File: config.mk
export PLATFORM = sky130hd
export DESIGN_NAME = pipe_stage_reg
export DESIGN_NICKNAME = d
export VERILOG_FILES = /design/src/rtl/pipe_stage_reg.sv
export SDC_FILE = /design/constraint.sdc
export NUM_CORES = 1
export LEC_CHECK = 0
export CORE_ASPECT_RATIO = 1.25
export CORE_MARGIN = 2
export CORE_UTILIZATION = 25
export DETAILED_ROUTE_END_ITERATION = 8
export GPL_TIMING_DRIVEN = 0
export SLEW_MARGIN = 20
export SYNTH_ARGS = -nofsm -noshare
export SYNTH_HDL_FRONTEND = slang
export SYNTH_SLANG_ARGS = --single-unit
File: constraint.sdc
create_clock -name clk -period 1.69 [get_ports clk]
set_input_delay 0.338 -clock clk [delete_from_list [all_inputs] [get_ports clk]]
set_output_delay 0.338 -clock clk [all_outputs]
set_load 0.02 [all_outputs]
File: src/rtl/pipe_stage_reg.sv
// Pipeline stage register: valid/ready handshake with a two-entry skid buffer,
// synchronous flush to NOP_VAL and saturating stall/flush event counters.
module pipe_stage_reg #(
   parameter int unsigned          DATA_W  = 64,
   parameter logic [DATA_W-1:0]    NOP_VAL = {DATA_W{1'b0}},
   parameter int unsigned          CNT_W   = 16
) (
   input  logic              clk,
   input  logic              rst_n,
   input  logic              in_valid,
   input  logic [DATA_W-1:0] in_data,
   output logic              in_ready,
   output logic              out_valid,
   output logic [DATA_W-1:0] out_data,
   input  logic              out_ready,
   input  logic              flush,
   input  logic              cnt_clr,
   output logic [CNT_W-1:0]  stall_cnt,
   output logic [CNT_W-1:0]  flush_cnt
);

   typedef enum logic [1:0] {
      S_EMPTY = 2'd0,
      S_ONE   = 2'd1,
      S_FULL  = 2'd2
   } state_e;

   localparam logic [CNT_W-1:0] CNT_ONE = {{(CNT_W-1){1'b0}}, 1'b1};
   localparam logic [CNT_W-1:0] CNT_MAX = {CNT_W{1'b1}};

   state_e            state_q, state_d;
   logic [DATA_W-1:0] main_q, main_d;
   logic [DATA_W-1:0] skid_q, skid_d;
   logic              out_valid_q, out_valid_d;
   logic              in_ready_q, in_ready_d;
   logic [CNT_W-1:0]  stall_q, stall_d;
   logic [CNT_W-1:0]  flush_q, flush_d;
   logic              accept, deliver;

   assign accept  = in_valid & in_ready_q;
   assign deliver = out_valid_q & out_ready;

   always_comb begin
      state_d = state_q;
      main_d  = main_q;
      skid_d  = skid_q;
      if (flush) begin
         // A deliver this cycle has already been sampled downstream.
         state_d = S_EMPTY;
         main_d  = NOP_VAL;
         skid_d  = NOP_VAL;
      end else begin
         unique case (state_q)
            S_EMPTY: begin
               if (accept) begin
                  state_d = S_ONE;
                  main_d  = in_data;
               end
            end
            S_ONE: begin
               if (accept && deliver) begin
                  main_d = in_data;
               end else if (accept) begin
                  state_d = S_FULL;
                  skid_d  = in_data;
               end else if (deliver) begin
                  state_d = S_EMPTY;
                  main_d  = NOP_VAL;
               end
            end
            S_FULL: begin
               if (deliver) begin
                  state_d = S_ONE;
                  main_d  = skid_q;
                  skid_d  = NOP_VAL;
               end
            end
            default: begin
               state_d = S_EMPTY;
               main_d  = NOP_VAL;
               skid_d  = NOP_VAL;
            end
         endcase
      end
      out_valid_d = (state_d != S_EMPTY);
      in_ready_d  = (state_d != S_FULL);
   end

   always_comb begin
      stall_d = stall_q;
      flush_d = flush_q;
      if (cnt_clr) begin
         stall_d = '0;
         flush_d = '0;
      end else begin
         if (out_valid_q && !out_ready && stall_q != CNT_MAX)
            stall_d = stall_q + CNT_ONE;
         if (flush && state_q != S_EMPTY && flush_q != CNT_MAX)
            flush_d = flush_q + CNT_ONE;
      end
   end

   always_ff @(posedge clk or negedge rst_n) begin
      if (!rst_n) begin
         state_q     <= S_EMPTY;
         main_q      <= NOP_VAL;
         skid_q      <= NOP_VAL;
         out_valid_q <= 1'b0;
         in_ready_q  <= 1'b1;
         stall_q     <= '0;
         flush_q     <= '0;
      end else begin
         state_q     <= state_d;
         main_q      <= main_d;
         skid_q      <= skid_d;
         out_valid_q <= out_valid_d;
         in_ready_q  <= in_ready_d;
         stall_q     <= stall_d;
         flush_q     <= flush_d;
      end
   end

   assign in_ready  = in_ready_q;
   assign out_valid = out_valid_q;
   assign out_data  = main_q;
   assign stall_cnt = stall_q;
   assign flush_cnt = flush_q;

endmodule

* Word-level counts from Yosys, hierarchy flattened
Index checks and enable logic that the tools add are counted.
** Cells by class
- Add/subtract/negate cells :: 2
- Equality and inequality tests :: 12
- Mux-type cells :: 21
- Bitwise operators :: 2
- Reduce and logical (&&, ||, !) cells :: 13
** Operators by type and width (number)
- 2-to-1 mux 64 bit :: 8
- one-hot mux 64 bit (3 select lines) :: 2
- 2-to-1 mux 16 bit :: 4
- adder 16 x 1 -> 16 bit (second input constant) :: 2
- inequality test 16 bit (second input constant) :: 2
- 2-to-1 mux 2 bit :: 6
- inequality test 3 bit (second input constant) :: 4
- inequality test 4 bit (second input constant) :: 2
- AND reduction 4 bit :: 2
- nonzero test 2 bit :: 4
- one-hot mux 2 bit (3 select lines) :: 1
- logical AND 1 bit :: 5
- inequality test 2 bit (second input constant) :: 2
- AND 1 bit :: 2
- == test 2 x 1 -> 1 bit (second input constant) :: 1
- == test 2 bit (second input constant) :: 1
- zero test 2 bit :: 1
- zero test 1 bit :: 1
** Word-level totals
- Bits in registers :: 164
- Input bits :: 70
- Output and inout bits :: 98
- Logic and storage cells :: 57

* Logic depth before layout (Yosys ltp)
Gate-level depths: netlist of the first run.
- Depth in word-level cells :: 7
- Mapped depth :: 7

* Least setup slack after synthesis of the first run
OpenSTA, ideal clock, no wires.
- Kind :: register to register
- Start :: register flush_q[0], in the netlist flush_cnt[0]
- End :: register flush_q[5], in the netlist flush_cnt[5]
- Setup time :: 0.140 ns
- Arrival time :: 1.758 ns
- Slack :: -0.208 ns
- Stages on the path, launching flop included :: 7
- Buffers on the path :: 1
- Clock period less this slack :: 1.898 ns
- Path through :: dfrtp_1 ha_1 and4_1 and4bb_2 clkbuf_1 o311ai_0 o41ai_1
** On the way
- Word-level cells in the longest chain between the ends :: 3
- Elaborated cells between the ends (all ways) :: 6
- Those cells by class :: add/sub (1); eq/ne (1); mux (2); reduce/logical (2)
** RTL lines
- from (decl) :: line 37 : logic [CNT_W-1:0] flush_q, flush_d;
- from (signal assigned) :: line 119 : flush_q <= flush_d;
- adder 16 x 1 -> 16 bit / inequality test 16 bit (equally long branches) :: line 99, 98
- 2-to-1 mux 16 bit / logical AND 1 bit (equally long branches) :: line 98 : if (flush && state_q != S_EMPTY && flush_q != CNT_MAX)
- 2-to-1 mux 16 bit / nonzero test 2 bit (equally long branches)
Parallel ways exist; a longest one is shown, timed or not. The select of a mux whose other input is x is not followed.
A chain may end at the register's enable or synchronous reset.

* Worst setup path after layout of the first run
- Start :: register flush_q[0], in the netlist flush_cnt[0]
- End :: register flush_q[4], in the netlist flush_cnt[4]
Same word-level chain as after synthesis.

==> results_dict.tcl, run 1 <==
set metrics [dict create \
    outcome "complete, but fails checks" \
    violations "negative setup slack" \
    startpoint "flush_cnt[0]" \
    clock_skew_ns 0.0105 \
    die_h_um 199 \
    synth_top_area_cell "dfrtp_1" \
    ys_async_sr_fraction 1.00 \
    r2r_cells 6 \
    clkLatencyLatePin_ns 0.43 \
    numCtsBuffers 17 \
    cts_tree "built" \
    grtUsageTotal 0.145 \
    overflow 0 \
    postSynthCellCount 718 \
    slew_violations 0 \
    antenna_found_initial 0 \
    power_mw 10.7 \
    boundaryPins 168 \
    critical_path.max_fanout 5 \
    grt_max_degree 64 \
    final_cell_mix "144 x dfrtp_1, 92 x dlygate4sd2_1, 82 x nand2_1" \
    synthMuxAreaShare 0.0902 \
    cts_max_level 4 \
    synth_area_leaders "dfrtp_1 54%, mux2i_1 8.7%, o2bb2ai_1 7.4%, a22oi_1 6.5%, nand2_1 4.2%" \
    ys_ff_latch 164 \
    cts_sinks 164 \
    synth.avg_cell_area_um2 10.6 \
    arrival_ns 2.06 \
    finish.net_count 1022 \
    synth_edf_count 0 \
    drcViolationCount 0 \
    die_area_um2 31700 \
    routed_via_density 4.74 \
    cts-root-buf "clkbuf_16" \
    instances_no_fill 1363 \
    coreArea_um2 29900 \
    synth_area_um2 7580 \
    hp-class "primary input to flip-flop" \
    drtPass1Iterations 5 \
    synth_top_family_by_area "compound AO/OA/AOI/OAI gates" \
    relSlewSlack 0.635 \
    worstSetupEndpointType "flip-flop" \
    n_antenna_cell 0 \
    cp.required_ns 2.04 \
    chipWidth_um 160 \
    io_buffers 166 \
    routed_wl_mm 23.6 \
    hold_depth 2 \
    area_growth_pct 51.1 \
    post_synth_fa_ha_maj_area_fraction 0.00330 \
    rsz0062_at_grt "yes" \
    wl_per_cell_um 17.3 \
    synthesis.nets 790 \
    p_leak_nw 5.21 \
    r2r_setup_slack_ns -0.02 \
    p_per_area_nw_per_um2 936 \
    hold_end "state_q[0]" \
    reg2reg_from "flush_cnt[0]" \
    synth_ff_type "dfrtp_1" \
    slowest_stage "dfrtp_2" \
    ant_nets 0 \
    max_stage_delay_ns 0.43 \
    start_kind "flip-flop" \
    drt-initial-drc-count 353 \
    rr_endpoint "flush_cnt[4]" \
    fin_util 0.382 \
    worst_ir_drop_vdd_v 0.000538 \
    clock.fmax_mhz 584 \
    synth-compound-area-share 0.193 \
    synth-xor-area-share 0.00347 \
    worstMarginPinSlew_ns 0.548 \
    rows 71 \
    setup_viol 5 \
    crit_buf_inv 1 \
    fin_crit_ns 1.71 \
    grt_pass1_vias 6426 \
    cts.path.max_buffers 2 \
    clk_pin_slew_ns 0.07 \
    grt_pass1_wl_mm 36.0 \
    yosysUniqueCellTypes 47 \
    seqCellArea_um2 4130 \
    crit_type "flip-flop to flip-flop" \
    worstHoldStart "flush" \
    path_cells "ha_4, and4_4, and4bb_2, buf_8, or3_1, a21oi_1" \
    fill_cells 2995 \
    place.gp.congestion 0.768 \
    setup_ws_ns -0.0233 \
    cap_violations 0 \
    yosysTopAreaCellShare 0.538 \
    path_delay_family "simple AND/OR/NAND/NOR gates" \
    post-route-period-util 1.01 \
    ys_seq_area_frac 0.542 \
    hold_viol 0 \
    synthSimpleGateAreaFrac 0.107 \
    initial_utilization 0.253 \
    final_layout_size_suffix_gt1_frac 0.227 \
    whs_ns 0.266 \
    dp_hpwl_mm 15.2 \
    via_count 6465 \
    final_common_cell "dfrtp_1" \
    yosysWarnings 0 \
    multiInputGateArea_um2 3430 \
    dp.cells 1287 \
]
[final cells by class]
| cell class | instances | share of cell area |
|---|---|---|
| buffer | 47 | 0.0411 |
| timing repair buffer | 214 | 0.179 |
| clock inverter | 11 | 0.0133 |
| tap | 401 | 0.0438 |
| clock buffer | 20 | 0.0399 |
| sequential | 164 | 0.361 |
| multi-input combinational | 436 | 0.299 |
| inverter | 70 | 0.0229 |
[stage by stage]
stage               setup slack [ns]  instance area (um2)  TNS (ns)
finish                       -0.0233                11500   -0.0909
global route                  -0.104                11500     -1.44
floorplan                    -0.0391                 7640    -0.170
CTS                          -0.0337                10800    -0.126
global placement               -7.59                 9800  -1263.61
detailed placement             -1.07                 9860   -112.60
[cell families after synthesis]
| kind of cell | Yosys count |
|---|---|
| fa+ha+maj | 2 |
| mux | 68 |
| buf+inv | 118 |
| compound gates | 198 |
| flops | 164 |
| xor+xnor | 3 |
| simple gates | 165 |
[sequential cells by signal, summed over array words and instances (netlist names)]
name / cells
flush_cnt: 16
in_ready: 1
out_data: 64
out_valid: 1
skid_q: 64
stall_cnt: 16
state_q: 2
[synthesized netlist by cell type (all sizes together), types with 2 or more instances]
library cell    n
or4             9
or2             2
nor3            5
mux2i          66
mux2            2
inv            70
clkbuf         29
nor2b           2
and2            3
o2bb2ai        64
o31ai           9
dfrtp         163
nand3           9
o311ai          2
o21bai          2
a31oi           3
xor2            2
a22oi          66
a21oi          26
nand2b          4
buf            19
and3            5
nand4           9
nor2           13
or3            13
o41ai           4
ha              2
o21ai          17
nand2          84
[worst max-delay path by stage]
stage                          endpoint  cells after the start
after global placement     stall_cnt[3]                      1
after global routing      stall_cnt[13]                      4
after detailed placement   out_data[44]                      6
final                      flush_cnt[4]                      6
after CTS                  flush_cnt[5]                      6
after floorplan            flush_cnt[0]                      6
[report_power, final]
| part | internal (mW) | switching, mW | leakage, nW |
|---|---|---|---|
| Combinational | 0.997 | 1.23 | 2.71 |
| Sequential | 4.19 | 0.171 | 2.22 |
| Clock | 2.41 | 1.72 | 0.289 |
[layer usage]
layer,share of wire,up-vias,track usage
met5,0,-,0
met4,0.0070,0,0.0401
met3,0.057,9,0.0409
met2,0.49,157,0.236
met1,0.45,3240,0.190
li1,-,3059,-
[what timing repair did]
item                       CTS  global route
pin swaps                   11            23
buffers inserted            20            18
gates resized for setup    175           135
setup endpoints to repair  245           151
hold endpoints to repair    39             0
gates cloned                 2             5
hold buffers                 1             0
Power figures use the tool's default switching activity.
==> run 2, diff against run 1 <==
--- a/config.mk
+++ b/config.mk
@@ -5,6 +5,7 @@
 export SDC_FILE = /design/constraint.sdc
 export NUM_CORES = 1
 export LEC_CHECK = 0
+export ABC_AREA = 0
 export CORE_ASPECT_RATIO = 1.25
 export CORE_MARGIN = 2
 export CORE_UTILIZATION = 25
==> results of run 2 <==
The final DEF is identical to that of run 1; final timing and power are the same.
